## config.mk

```make
export PLATFORM = sky130hd
export DESIGN_NAME = pc_unit
export DESIGN_NICKNAME = d
export VERILOG_FILES = /design/src/rtl/cpu_pkg.sv /design/src/rtl/npc_mux.sv /design/src/rtl/pc_unit.sv
export SDC_FILE = /design/constraint.sdc
export NUM_CORES = 1
export LEC_CHECK = 0
export BUFFER_PORTS_ARGS = -buffer_cell sky130_fd_sc_hd__clkbuf_2
export CAP_MARGIN = 20
export CORE_MARGIN = 1
export CORE_UTILIZATION = 56
export CTS_BUF_LIST = sky130_fd_sc_hd__clkbuf_8
export CTS_CLUSTER_SIZE = 12
export DETAILED_ROUTE_END_ITERATION = 7
export GPL_ROUTABILITY_DRIVEN = 0
export PLACE_DENSITY = 0.89
export SLEW_MARGIN = 30
export SYNTH_ARGS = -nofsm -noshare
export SYNTH_HDL_FRONTEND = slang
export SYNTH_HIERARCHICAL = 1
export SYNTH_SLANG_ARGS = --single-unit
export TNS_END_PERCENT = 5
```

## constraint.sdc

```tcl
create_clock -name clk -period 12.07 [get_ports clk]
set_clock_uncertainty 0.2 [all_clocks]
set_input_delay 1.8105 -clock clk [delete_from_list [all_inputs] [get_ports clk]]
set_output_delay 1.8105 -clock clk [all_outputs]
set_load 0.05 [all_outputs]
```

## src/rtl/cpu_pkg.sv

```systemverilog
// Shared definitions for the fetch stage: next-PC select encodings,
// the internal next-PC source tag and the default address constants.
package cpu_pkg;

    // D-stage next-PC select encodings carried on br_sel
    typedef enum logic [1:0] {
        NPC_SEQ = 2'd0,
        NPC_BR  = 2'd1,
        NPC_J   = 2'd2,
        NPC_JR  = 2'd3
    } br_sel_e;

    // Which source actually drove npc this cycle
    typedef enum logic [2:0] {
        SRC_EXC    = 3'd0,
        SRC_ERET   = 3'd1,
        SRC_HOLD   = 3'd2,
        SRC_SEQ    = 3'd3,
        SRC_TARGET = 3'd4
    } npc_src_e;

    localparam logic [31:0] DEF_RESET_PC = 32'h0000_3000;
    localparam logic [31:0] DEF_EXC_VEC  = 32'h0000_4180;
    localparam logic [31:0] DEF_IM_BASE  = 32'h0000_3000;

endpackage

```

## src/rtl/npc_mux.sv

```systemverilog
// Next-PC target computation and priority select for the fetch stage.
// Priority: exception, eret, stall hold, then the D-stage br_sel request.
module npc_mux
    import cpu_pkg::*;
#(
    parameter int              XLEN    = 32,
    parameter logic [XLEN-1:0] EXC_VEC = XLEN'(DEF_EXC_VEC)
) (
    input  logic [XLEN-1:0] pc,
    input  logic            stall,
    input  logic [1:0]      br_sel,
    input  logic            br_taken,
    input  logic [25:0]     imm,
    input  logic [XLEN-1:0] d_pc,
    input  logic [XLEN-1:0] rs_val,
    input  logic            exc_req,
    input  logic            eret_req,
    input  logic [XLEN-1:0] epc,
    output logic [XLEN-1:0] npc,
    output npc_src_e        src
);

    logic [XLEN-1:0] pc_plus4_s;
    logic [XLEN-1:0] d_pc_plus4_s;
    logic [XLEN-1:0] br_off_s;
    logic [XLEN-1:0] br_tgt_s;
    logic [XLEN-1:0] j_tgt_s;

    // Candidate targets, all modulo 2^XLEN
    always_comb begin
        pc_plus4_s   = pc + XLEN'(4);
        d_pc_plus4_s = d_pc + XLEN'(4);
        br_off_s     = {{(XLEN-18){imm[15]}}, imm[15:0], 2'b00};
        br_tgt_s     = d_pc_plus4_s + br_off_s;
        j_tgt_s      = {d_pc_plus4_s[XLEN-1:28], imm, 2'b00};
    end

    // Priority select of the next PC and tagging of its source
    always_comb begin
        npc = pc_plus4_s;
        src = SRC_SEQ;
        if (exc_req) begin
            npc = EXC_VEC;
            src = SRC_EXC;
        end else if (eret_req) begin
            npc = epc;
            src = SRC_ERET;
        end else if (stall) begin
            npc = pc;
            src = SRC_HOLD;
        end else begin
            case (br_sel)
                NPC_BR: begin
                    if (br_taken) begin
                        npc = br_tgt_s;
                        src = SRC_TARGET;
                    end else begin
                        npc = pc_plus4_s;
                        src = SRC_SEQ;
                    end
                end
                NPC_J: begin
                    npc = j_tgt_s;
                    src = SRC_TARGET;
                end
                NPC_JR: begin
                    npc = rs_val;
                    src = SRC_TARGET;
                end
                default: begin
                    npc = pc_plus4_s;
                    src = SRC_SEQ;
                end
            endcase
        end
    end

endmodule

```

## src/rtl/pc_unit.sv

```systemverilog
// Fetch-stage program counter: PC register, delay-slot flag and redirect flag.
// Optional fetch address-error check enabled by defining PC_ADEL_CHECK_EN.
module pc_unit
    import cpu_pkg::*;
#(
    parameter int              XLEN     = 32,
    parameter logic [XLEN-1:0] RESET_PC = XLEN'(DEF_RESET_PC),
    parameter logic [XLEN-1:0] EXC_VEC  = XLEN'(DEF_EXC_VEC),
    parameter logic [XLEN-1:0] IM_BASE  = XLEN'(DEF_IM_BASE),
    parameter int              IM_WORDS = 4096
) (
    input  logic            clk,
    input  logic            reset,
    input  logic            stall,
    input  logic [1:0]      br_sel,
    input  logic            br_taken,
    input  logic [25:0]     imm,
    input  logic [XLEN-1:0] d_pc,
    input  logic [XLEN-1:0] rs_val,
    input  logic            exc_req,
    input  logic            eret_req,
    input  logic [XLEN-1:0] epc,
    output logic [XLEN-1:0] pc,
    output logic [XLEN-1:0] npc,
    output logic            f_bd,
    output logic            redir,
    output logic            f_adel
);

    logic [XLEN-1:0] pc_d, pc_q;
    logic            f_bd_d, f_bd_q;
    logic            redir_d, redir_q;
    npc_src_e        src_s;

    npc_mux #(
        .XLEN    (XLEN),
        .EXC_VEC (EXC_VEC)
    ) u_npc_mux (
        .pc       (pc_q),
        .stall    (stall),
        .br_sel   (br_sel),
        .br_taken (br_taken),
        .imm      (imm),
        .d_pc     (d_pc),
        .rs_val   (rs_val),
        .exc_req  (exc_req),
        .eret_req (eret_req),
        .epc      (epc),
        .npc      (npc),
        .src      (src_s)
    );

    // Next-state for PC, delay-slot and redirect flags; stall holds both flags
    always_comb begin
        pc_d    = npc;
        f_bd_d  = f_bd_q;
        redir_d = redir_q;
        case (src_s)
            SRC_EXC, SRC_ERET: begin
                f_bd_d  = 1'b0;
                redir_d = 1'b1;
            end
            SRC_HOLD: begin
                f_bd_d  = f_bd_q;
                redir_d = redir_q;
            end
            SRC_TARGET: begin
                f_bd_d  = 1'b1;
                redir_d = 1'b1;
            end
            SRC_SEQ: begin
                f_bd_d  = (br_sel != 2'd0);
                redir_d = 1'b0;
            end
            default: begin
                f_bd_d  = 1'b0;
                redir_d = 1'b0;
            end
        endcase
    end

    // Fetch-stage state registers with asynchronous reset
    always_ff @(posedge clk or posedge reset) begin
        if (reset) begin
            pc_q    <= RESET_PC;
            f_bd_q  <= 1'b0;
            redir_q <= 1'b0;
        end else begin
            pc_q    <= pc_d;
            f_bd_q  <= f_bd_d;
            redir_q <= redir_d;
        end
    end

    assign pc    = pc_q;
    assign f_bd  = f_bd_q;
    assign redir = redir_q;

`ifdef PC_ADEL_CHECK_EN
    // Window bounds widened by one bit so the upper limit cannot wrap
    localparam logic [XLEN:0] IM_LO = {1'b0, IM_BASE};
    localparam logic [XLEN:0] IM_HI = IM_LO + ((XLEN+1)'(IM_WORDS) << 2);

    // Fetch address error: misaligned or outside the instruction window
    always_comb begin
        f_adel = (pc_q[1:0] != 2'b00)
              || ({1'b0, pc_q} < IM_LO)
              || ({1'b0, pc_q} >= IM_HI);
    end
`else
    assign f_adel = 1'b0;
`endif

endmodule

```

# Word level (Yosys, flattened, before mapping)
# Index checks and enable logic that the tools add are counted.
[word_totals]
out_inout_bits = 67
input_bits = 130
regBits = 34
[op_classes]
addsub = 3
eq_ne = 7
n_mux = 12
reduce_logical = 4
[op_table]
columns = ["cell", "count"]
rows = [
  ["$mux W32", 4],
  ["$pmux W32 S3", 1],
  ["$add A32 B3 Y32 const B", 2],
  ["$add A32 B32 Y32", 1],
  ["$mux W3", 4],
  ["$eq A3 B2 Y1 const B", 2],
  ["$pmux W3 S2", 1],
  ["$eq A2 B2 Y1 const B", 2],
  ["$eq A3 B1 Y1 const B", 1],
  ["$eq A3 B3 Y1 const B", 1],
  ["$logic_not A3 Y1", 1],
  ["$pmux W1 S3", 1],
  ["$reduce_or A3 Y1", 1],
  ["$eq A2 B1 Y1 const B", 1],
  ["$pmux W1 S2", 1],
  ["$reduce_bool A2 Y1", 1],
  ["$reduce_or A2 Y1", 1],
]

# Depth between registers and ports, before layout
# Gate-level depths: netlist (run 1).
[logic_depth]
word_depth = 9
depth_mapped = 16
depth_no_buf = 16

# Hierarchy
# Netlist (run 1), hierarchy kept.
[by_module_without_submodules]
columns = ["module", "area_per_inst_um2", "cells_per_inst", "n_inst", "seq_area_each_um2"]
rows = [
  ["npc_mux", 4394.2, 665, 1, 0.0],
  ["pc_unit", 913.4, 45, 1, 853.3],
]

# Worst setup path after synthesis (run 1)
# No wires, ideal clock.
[synth_timing]
path_kind = "in2out"
startpoint = "input d_pc[5]"
endpoint = "output npc[29]"
path_stages = 16
required_ps = 10059
arrival_time_ps = 5511
n_path_buf = 0
path_slack_ps = 4548
cell_sequence = "nand4_1 > nor3_1 > nand4_1 > inv_1 > and3_1 > xor2_1 > ha_1 > and3_1 > nand2_1 > nor2_1 > and3_1 > a221oi_1 > o21ai_0 > o21ai_0 > a31oi_1 > o21ai_0"
[synth_via]
elab_chain_cells = 7
[synth_rtl]
columns = ["item", "line_no", "rtl"]
rows = [
  ["from (decl)", "pc_unit.sv:18", "input logic [XLEN-1:0] d_pc,"],
  ["$add A32 B3 Y32 *", "npc_mux.sv:32", "d_pc_plus4_s = d_pc + XLEN'(4);"],
  ["$add A32 B32 Y32", "npc_mux.sv:34", "br_tgt_s = d_pc_plus4_s + br_off_s;"],
  ["$mux W32", "npc_mux.sv:54", "if (br_taken) begin"],
  ["$pmux W32 S3 *", "npc_mux.sv:52", "case (br_sel)"],
  ["$mux W32 *", "npc_mux.sv:48", "end else if (stall) begin"],
  ["$mux W32 *", "npc_mux.sv:45", "end else if (eret_req) begin"],
  ["$mux W32 *", "npc_mux.sv:42", "if (exc_req) begin"],
  ["to (decl)", "pc_unit.sv:24", "output logic [XLEN-1:0] npc,"],
]
# Every way passes the cells marked *; elsewhere a longest branch is shown, timed or not.

# Final worst setup path (run 1)
[layout_timing]
startpoint = "input d_pc[4]"
endpoint = "output npc[30]"
# Same word-level chain as after synthesis.

==> tab_implementation.tex, run 1 <==
\begin{tabular}{lr}
\hline
Metric & Value \\
\hline
\multicolumn{2}{l}{\textbf{Drt}} \\
\quad Iteration-0 DRC count of the detailed router & approximately 650 \\
\quad Post-detailed-routing wire length & 18200 um \\
\quad Initial DRT Pass Iterations & 6 \\
\quad DR DRC count & 0 \\
\quad Residual antenna-violating net count after detailed routing & 0 \\
\quad Vias & 6356 \\
\quad Average routed wire per standard cell & 18.3 um \\
\quad Ratio of routed vias to standard cells & 6.41 \\
\multicolumn{2}{l}{\textbf{STA}} \\
\quad Transition time at the pin with the least slew margin & 928 ps \\
\quad Number of failing hold endpoints at the final stage & 0 \\
\quad Finish-stage setup viols & 0 \\
\quad Final number of max-transition violations & 0 \\
\quad Post-route minimum period & 7880 ps \\
\quad Post-route worst hold slack & 467 ps \\
\quad RSZ-0062 raised after global routing & no \\
\quad Maximum clock frequency & around 130 MHz \\
\quad Fin crit share & 0.653 \\
\quad Worst path setup slack after routing & 4190 ps \\
\quad Max-Slew Margin vs Limit & 0.381 \\
\quad Setup Total Neg Slack & 0 ps \\
\multicolumn{2}{l}{\textbf{Run}} \\
\quad Max-cap violations & 0 \\
\multicolumn{2}{l}{\textbf{Clock network}} \\
\quad Clock tree from TritonCTS & yes \\
\quad Post-CTS resize count & 0 \\
\quad \# hold bufs at CTS & 0 \\
\quad Insertion delay to the later sink of the worst-skew pair & 300 ps \\
\quad Setup fix buffers added after clock tree synthesis & 0 \\
\quad CTS sink count & 34 \\
\quad Root buffer cell & clkbuf\_8 \\
\quad H-tree levels & 2 \\
\quad Number of buffers inserted during clock tree synthesis & 5 \\
\quad Buffers from clock root to sink, at most & 2 \\
\quad Clock-pin slew reported for the worst setup and hold paths after clock tree synthesis & around 80 ps \\
\multicolumn{2}{l}{\textbf{Cells and area}} \\
\quad Area of all placed cells without fillers & 0.00633 sq mm \\
\quad Fillers & 827 \\
\quad Area occupied by registers & 853 sq um \\
\quad Layout cells sized above 1 & 0.291 \\
\quad Number of nets in the final layout & 1046 \\
\quad Total area of multi-input combinational cells & approximately 0.0041 sq mm \\
\quad Post-synthesis to final-layout area growth & 19.3\% \\
\quad Cell Count, Final, Fillers Out & 991 \\
\quad Antenna fix cells & 0 \\
\quad Final standard cell utilization of the core & 0.689 \\
\multicolumn{2}{l}{\textbf{Logic synthesis}} \\
\quad Average cell area after synthesis & 7.48 sq um \\
\quad Number of enable flip-flop cells after synthesis & 0 \\
\quad Warning count from the yosys run & 6 \\
\quad Top\_reg\_cell synth & dfrtp\_1 \\
\quad Post-synthesis instance area & 0.00531 sq mm \\
\quad Synthesized netlist net count & 877 \\
\quad Area share of the largest cell type after synthesis & 0.151 \\
\quad Number of cells produced by synthesis & 710 \\
\quad Async set-reset flop share out of synthesis & 1.00 \\
\quad Count of state elements after synthesis & 34 \\
\quad Cell taking the most area after synthesis & dfrtp\_1 \\
\quad Leading post-synthesis cells by cell area & dfrtp\_1 (15\%), ha\_1 (8.5\%), a21oi\_1 (7.4\%) \\
\quad Share of the yosys chip area belonging to registers & 0.161 \\
\quad Distinct cells, synth & 75 \\
\multicolumn{2}{l}{\textbf{Placed design}} \\
\quad Placed instance area & 0.00624 sq mm \\
\quad PortBufs & 195 \\
\quad HPWL reported at the end of detailed placement & 14100 um \\
\quad Number of placed cells counting well taps & $\sim$980 \\
\quad Post-placement setup slack & 4260 ps \\
\multicolumn{2}{l}{\textbf{Global routing}} \\
\quad Total track usage & 0.362 \\
\quad Overall overflow remaining after global route & 0 \\
\quad First-pass GRT wire length & approximately 28000 um \\
\quad Maximum number of pins on one net before global-route repair & 47 \\
\quad Number of antenna violations at the first check in global routing & 0 \\
\quad Number of global-route vias before repair & between 5000 and 6000 \\
\multicolumn{2}{l}{\textbf{Pwr}} \\
\quad Peak supply drop & roughly 0.000040 V \\
\quad Total power draw & about 520 uW \\
\quad Cell area power density & 81.6 mW/mm\^{}2 \\
\quad Static power due to leakage & 2.99 nW \\
\multicolumn{2}{l}{\textbf{Die}} \\
\quad Die width & 99.4 um \\
\quad Area of the placeable core & 0.00920 sq mm \\
\quad Die area & $\sim$0.0099 sq mm \\
\quad Boundary pin count & 197 \\
\quad Row count & 35 \\
\quad Chip height & 99.4 um \\
\quad Starting Density & 0.577 \\
\multicolumn{2}{l}{\textbf{Worst setup path}} \\
\quad Critical setup path kind & in2out \\
\quad Critical path data required time & between 10000 and 15000 ps \\
\quad Arrival @ worst endpoint & 5870 ps \\
\quad Largest fanout of any net on the critical path & 6 \\
\quad Sort of element at the start of the critical path & input port \\
\quad Endpoint type of the worst setup path & output port \\
\multicolumn{2}{l}{\textbf{Worst hold path}} \\
\quad Path class of the lowest-slack min-delay path & reg2reg \\
\multicolumn{2}{l}{\textbf{Run status}} \\
\quad Status & completed \\
\hline
\end{tabular}
-- critical path, stage by stage --
cell and delay [ps]:
clkbuf_2 140, nand4_1 160, nor3_1 610, nand4_1 350, inv_1 140, and3_1 180, xor2_1 150, ha_1 320
a21o_1 180, a21o_1 180, a21oi_1 260, o21ai_0 130, a22o_1 250, a31o_2 220, xor2_1 170, a221o_1 370
clkbuf_2 250
-- Yosys cell counts, types with 7 or more instances --
master and count:
a21o_1 20, a21oi_1 79, a221oi_1 9, a22oi_1 8, a31oi_1 7, and3_1 9, and4_1 8, clkbuf_1 23
dfrtp_1 32, ha_1 36, inv_1 25, mux2_2 25, mux2i_1 8, nand2_1 58, nand2b_1 7, nand3_1 29
nand4_1 19, nor2_1 57, nor2b_1 11, nor3_1 19, o21ai_0 49, xnor2_1 42, xor2_1 19
-- final timing paths --
check / start / endpoint / slack, ps / cells after the start
worst max-delay path: d_pc[4] / npc[30] / 4190 / 17
worst min-delay path: redir / redir / 470 / 2
worst max register to register: pc[13] / pc[27] / 9030 / 9
worst min register to register: redir / redir / 470 / 2
max in group asynchronous: reset / pc[13] / 9920 / 3
min in group asynchronous: reset / pc[18] / 1390 / 3
-- layout by cell type, fill, tap and decap left out, drive strengths merged, types with 3 or more instances in the layout --
master / instances
nand3: 30
a221o: 3
a211oi: 6
ha: 36
nand2b: 7
xor2: 19
nor4: 3
o221ai: 5
o22ai: 6
a31oi: 7
o311ai: 5
mux2: 25
nand4: 19
a21o: 20
a221oi: 11
o21ai: 51
o21bai: 6
a22oi: 8
or2: 4
and3: 10
and4: 8
nor3: 19
a21oi: 80
mux2i: 8
o21a: 3
nor2b: 12
xnor2: 42
and2: 4
or3: 3
dfrtp: 32
nand2: 58
inv: 26
clkbuf: 201
nor2: 58
o211ai: 4
buf: 6
o31ai: 4
-- cells by family after synthesis --
logic type | share of synthesized area
compound gates | 0.293
buf+inv | 0.0615
flops | 0.161
xor+xnor | 0.101
other cells | 0.000707
mux | 0.0681
fa+ha+maj | 0.0886
simple gates | 0.227
-- flip-flops by register name, indices dropped and copies added (netlist names) --
register,cells
f_bd,1
pc,32
redir,1
-- layout make-up --
class                      instances  area share
multi-input combinational        611       0.652
timing repair buffer             201       0.161
sequential                        34       0.135
tap                              111      0.0219
inverter                          26      0.0154
clock buffer                       6      0.0130
clock inverter                     2     0.00198
-- where the power goes --
part	internal (mW)	switching [mW]	total, mW
clock	0.0460	0.0491	0.0951
combinational	0.0985	0.188	0.287
sequential	0.122	0.0123	0.135
-- layer usage --
| metal | GRT usage | vias to the layer above | share of wire |
|---|---|---|---|
| met5 | 0 | - | 0 |
| met4 | 0.135 | 0 | 0.033 |
| met3 | 0.0696 | 65 | 0.096 |
| met2 | 0.632 | 389 | 0.47 |
| met1 | 0.440 | 2915 | 0.40 |
| li1 | - | 2987 | - |
(Power assumes the default switching activity.)
==> run 2, diff against run 1 <==
--- a/config.mk
+++ b/config.mk
@@ -8,12 +8,12 @@
 export BUFFER_PORTS_ARGS = -buffer_cell sky130_fd_sc_hd__clkbuf_2
 export CAP_MARGIN = 20
 export CORE_MARGIN = 1
-export CORE_UTILIZATION = 56
+export CORE_UTILIZATION = 47
 export CTS_BUF_LIST = sky130_fd_sc_hd__clkbuf_8
 export CTS_CLUSTER_SIZE = 12
 export DETAILED_ROUTE_END_ITERATION = 7
 export GPL_ROUTABILITY_DRIVEN = 0
-export PLACE_DENSITY = 0.89
+export PLACE_DENSITY = 0.8
 export SLEW_MARGIN = 30
 export SYNTH_ARGS = -nofsm -noshare
 export SYNTH_HDL_FRONTEND = slang
==> constraint.sdc (replaced) <==
create_clock -name clk -period 7 [get_ports clk]
set_clock_uncertainty 0.2 [all_clocks]
set_input_delay 1.05 -clock clk [delete_from_list [all_inputs] [get_ports clk]]
set_output_delay 1.05 -clock clk [all_outputs]
set_load 0.05 [all_outputs]
==> tab_implementation.tex, run 2 (synthesis results as in run 1) <==
\begin{tabular}{lr}
\hline
Metric & Value \\
\hline
\multicolumn{2}{l}{\textbf{Die}} \\
\quad Starting Density & 0.485 (-0.0918) \\
\quad Die width & 108 um (+9.0\%) \\
\quad Row count & 38 (+8.6\%) \\
\quad Chip height & 108 um (+9.0\%) \\
\quad Area of the placeable core & 0.0109 sq mm (+19\%) \\
\quad Boundary pin count & 197 (unchanged) \\
\quad Die area & 0.0117 sq mm (+19\%) \\
\multicolumn{2}{l}{\textbf{STA}} \\
\quad Final number of max-transition violations & 0 (unchanged) \\
\quad Number of failing hold endpoints at the final stage & 0 (unchanged) \\
\quad Post-route minimum period & 6110 ps \\
\quad Max-Slew Margin vs Limit & 0.332 (-0.0493) \\
\quad Transition time at the pin with the least slew margin & 1000 ps (+74.0 ps) \\
\quad RSZ-0062 raised after global routing & no \\
\quad Finish-stage setup viols & 0 (unchanged) \\
\quad Setup Total Neg Slack & 0 ps (unchanged) \\
\quad Fin crit share & 0.872 \\
\quad Maximum clock frequency & about 160 MHz \\
\multicolumn{2}{l}{\textbf{Clock network}} \\
\quad Setup fix buffers added after clock tree synthesis & 0 (unchanged) \\
\quad CTS sink count & 34 (unchanged) \\
\quad Clock tree from TritonCTS & yes \\
\quad H-tree levels & 2 (unchanged) \\
\quad Buffers from clock root to sink, at most & 2 (unchanged) \\
\quad Root buffer cell & clkbuf\_8 \\
\quad \# hold bufs at CTS & 0 (unchanged) \\
\quad Post-CTS resize count & 0 (unchanged) \\
\quad Number of buffers inserted during clock tree synthesis & 5 (unchanged) \\
\quad Clock-pin slew reported for the worst setup and hold paths after clock tree synthesis & 70 ps (about the same) \\
\quad Insertion delay to the later sink of the worst-skew pair & 290 ps (about the same) \\
\multicolumn{2}{l}{\textbf{Drt}} \\
\quad DR DRC count & 0 (unchanged) \\
\quad Average routed wire per standard cell & 18.1 um (-1.1\%) \\
\quad Initial DRT Pass Iterations & 5 (-1) \\
\quad Vias & 6270 (-1.4\%) \\
\quad Ratio of routed vias to standard cells & 6.14 (-4.3\%) \\
\quad Residual antenna-violating net count after detailed routing & 0 (unchanged) \\
\quad Iteration-0 DRC count of the detailed router & 551 (-15\%) \\
\quad Post-detailed-routing wire length & 18500 um (+2.0\%) \\
\multicolumn{2}{l}{\textbf{Global routing}} \\
\quad Overall overflow remaining after global route & 0 (unchanged) \\
\quad Number of antenna violations at the first check in global routing & 0 (unchanged) \\
\quad Maximum number of pins on one net before global-route repair & 48 (+2.1\%) \\
\quad Total track usage & 0.311 (-0.0502) \\
\quad Number of global-route vias before repair & 5719 (-0.85\%) \\
\quad First-pass GRT wire length & 28600 um (+0.75\%) \\
\multicolumn{2}{l}{\textbf{Cells and area}} \\
\quad Post-synthesis to final-layout area growth & 20.1\% \\
\quad Number of nets in the final layout & 1048 (+0.19\%) \\
\quad Area occupied by registers & 853 sq um (unchanged) \\
\quad Layout cells sized above 1 & 0.291 (+0.000474) \\
\quad Largest register FFs & 32 (unchanged) \\
\quad Most common library cell in the layout ignoring fill and taps & clkbuf\_2 \\
\quad Commonest cells after routing, fill and taps aside & clkbuf\_2 (195), a21oi\_1 (79), nand2\_1 (58), nor2\_1 (57), o21ai\_0 (48) \\
\quad Antenna fix cells & 0 (unchanged) \\
\quad Fillers & 1105 (+34\%) \\
\quad Total area of multi-input combinational cells & 0.00413 sq mm (unchanged) \\
\quad Area of all placed cells without fillers & 0.00637 sq mm (+0.61\%) \\
\quad Cell Count, Final, Fillers Out & 1022 (+3.1\%) \\
\multicolumn{2}{l}{\textbf{Placed design}} \\
\quad Number of placed cells counting well taps & 1014 (+3.2\%) \\
\quad HPWL reported at the end of detailed placement & 14400 um (+2.0\%) \\
\quad PortBufs & 195 (unchanged) \\
\quad Placed instance area & 0.00629 sq mm (+0.82\%) \\
\multicolumn{2}{l}{\textbf{Worst setup path}} \\
\quad Largest fanout of any net on the critical path & 6 (unchanged) \\
\quad Critical path data required time & 5750 ps (-4310 ps) \\
\quad Endpoint type of the worst setup path & output port \\
\quad Arrival @ worst endpoint & 4860 ps (-1010 ps) \\
\quad Sort of element at the start of the critical path & input port \\
\quad R2R Setup Slk & 3960 ps (-5070 ps) \\
\quad Critical setup path kind & in2out \\
\multicolumn{2}{l}{\textbf{Worst hold path}} \\
\quad Path class of the lowest-slack min-delay path & reg2reg \\
\multicolumn{2}{l}{\textbf{Pwr}} \\
\quad Static power due to leakage & 3.00 nW (+0.41\%) \\
\quad Peak supply drop & 0.0000943 V (+130\%) \\
\quad Cell area power density & 137 mW/mm\^{}2 (+68\%) \\
\multicolumn{2}{l}{\textbf{Run}} \\
\quad Max-cap violations & 0 (unchanged) \\
\multicolumn{2}{l}{\textbf{Run status}} \\
\quad Status & completed \\
\hline
\end{tabular}
run 2: power breakdown:
group	internal [mW]	switching [mW]
Sequential	0.211	0.0212
Combinational	0.170	0.323
Clock	0.0677	0.0803
run 2: worst max-delay path, cell delays in order:
cell and delay [ps]:
clkbuf_2 140, nand4_1 190, nor3_1 220, buf_4 170
nand4_1 240, inv_1 160, and3_1 190, xor2_1 160
ha_1 320, a21o_1 180, a21o_1 170, a21oi_1 320
o21ai_0 140, a22o_1 250, a31o_2 220, xor2_1 170
a221o_1 340, clkbuf_2 240
run 2: cell type report:
| class | instances | share of cell area |
|---|---|---|
| Sequential cell | 34 | 0.134 |
| Clock buffer | 5 | 0.0108 |
| Tap cell | 140 | 0.0275 |
| Clock inverter | 3 | 0.00216 |
| Multi-Input combinational cell | 611 | 0.648 |
| Inverter | 26 | 0.0153 |
| Timing Repair Buffer | 203 | 0.163 |
run 2: layer usage:
metal / global-route usage / up-vias / wire, um
li1: - / 2980 / -
met1: 0.389 / 2892 / 7580
met4: 0.107 / 0 / 618
met2: 0.523 / 330 / 8540
met3: 0.0729 / 68 / 1810
met5: 0 / - / 0
run 2: worst paths after layout:
kind                       cells past startpoint    start  endpoint
min reg2reg                                    2    redir     redir
max in group asynchronous                      3    reset    pc[13]
max                                           18  d_pc[4]   npc[30]
max reg2reg                                    8   pc[13]    pc[25]
min                                            2    redir     redir
min in group asynchronous                      3    reset    pc[27]
run 2: stage by stage:
step | power, mW | worst slack [ps] | util | hold WS (ps)
finish | 0.874 | 894 | 0.583 | 405
global route | 0.926 | 610 | 0.583 | 437
CTS | 0.869 | 959 | 0.583 | 399
detailed placement | 0.721 | 967 | 0.575 | 383
global placement | 0.715 | 1040 | 0.575 | 374
floorplan | 0.582 | 999 | - | 709
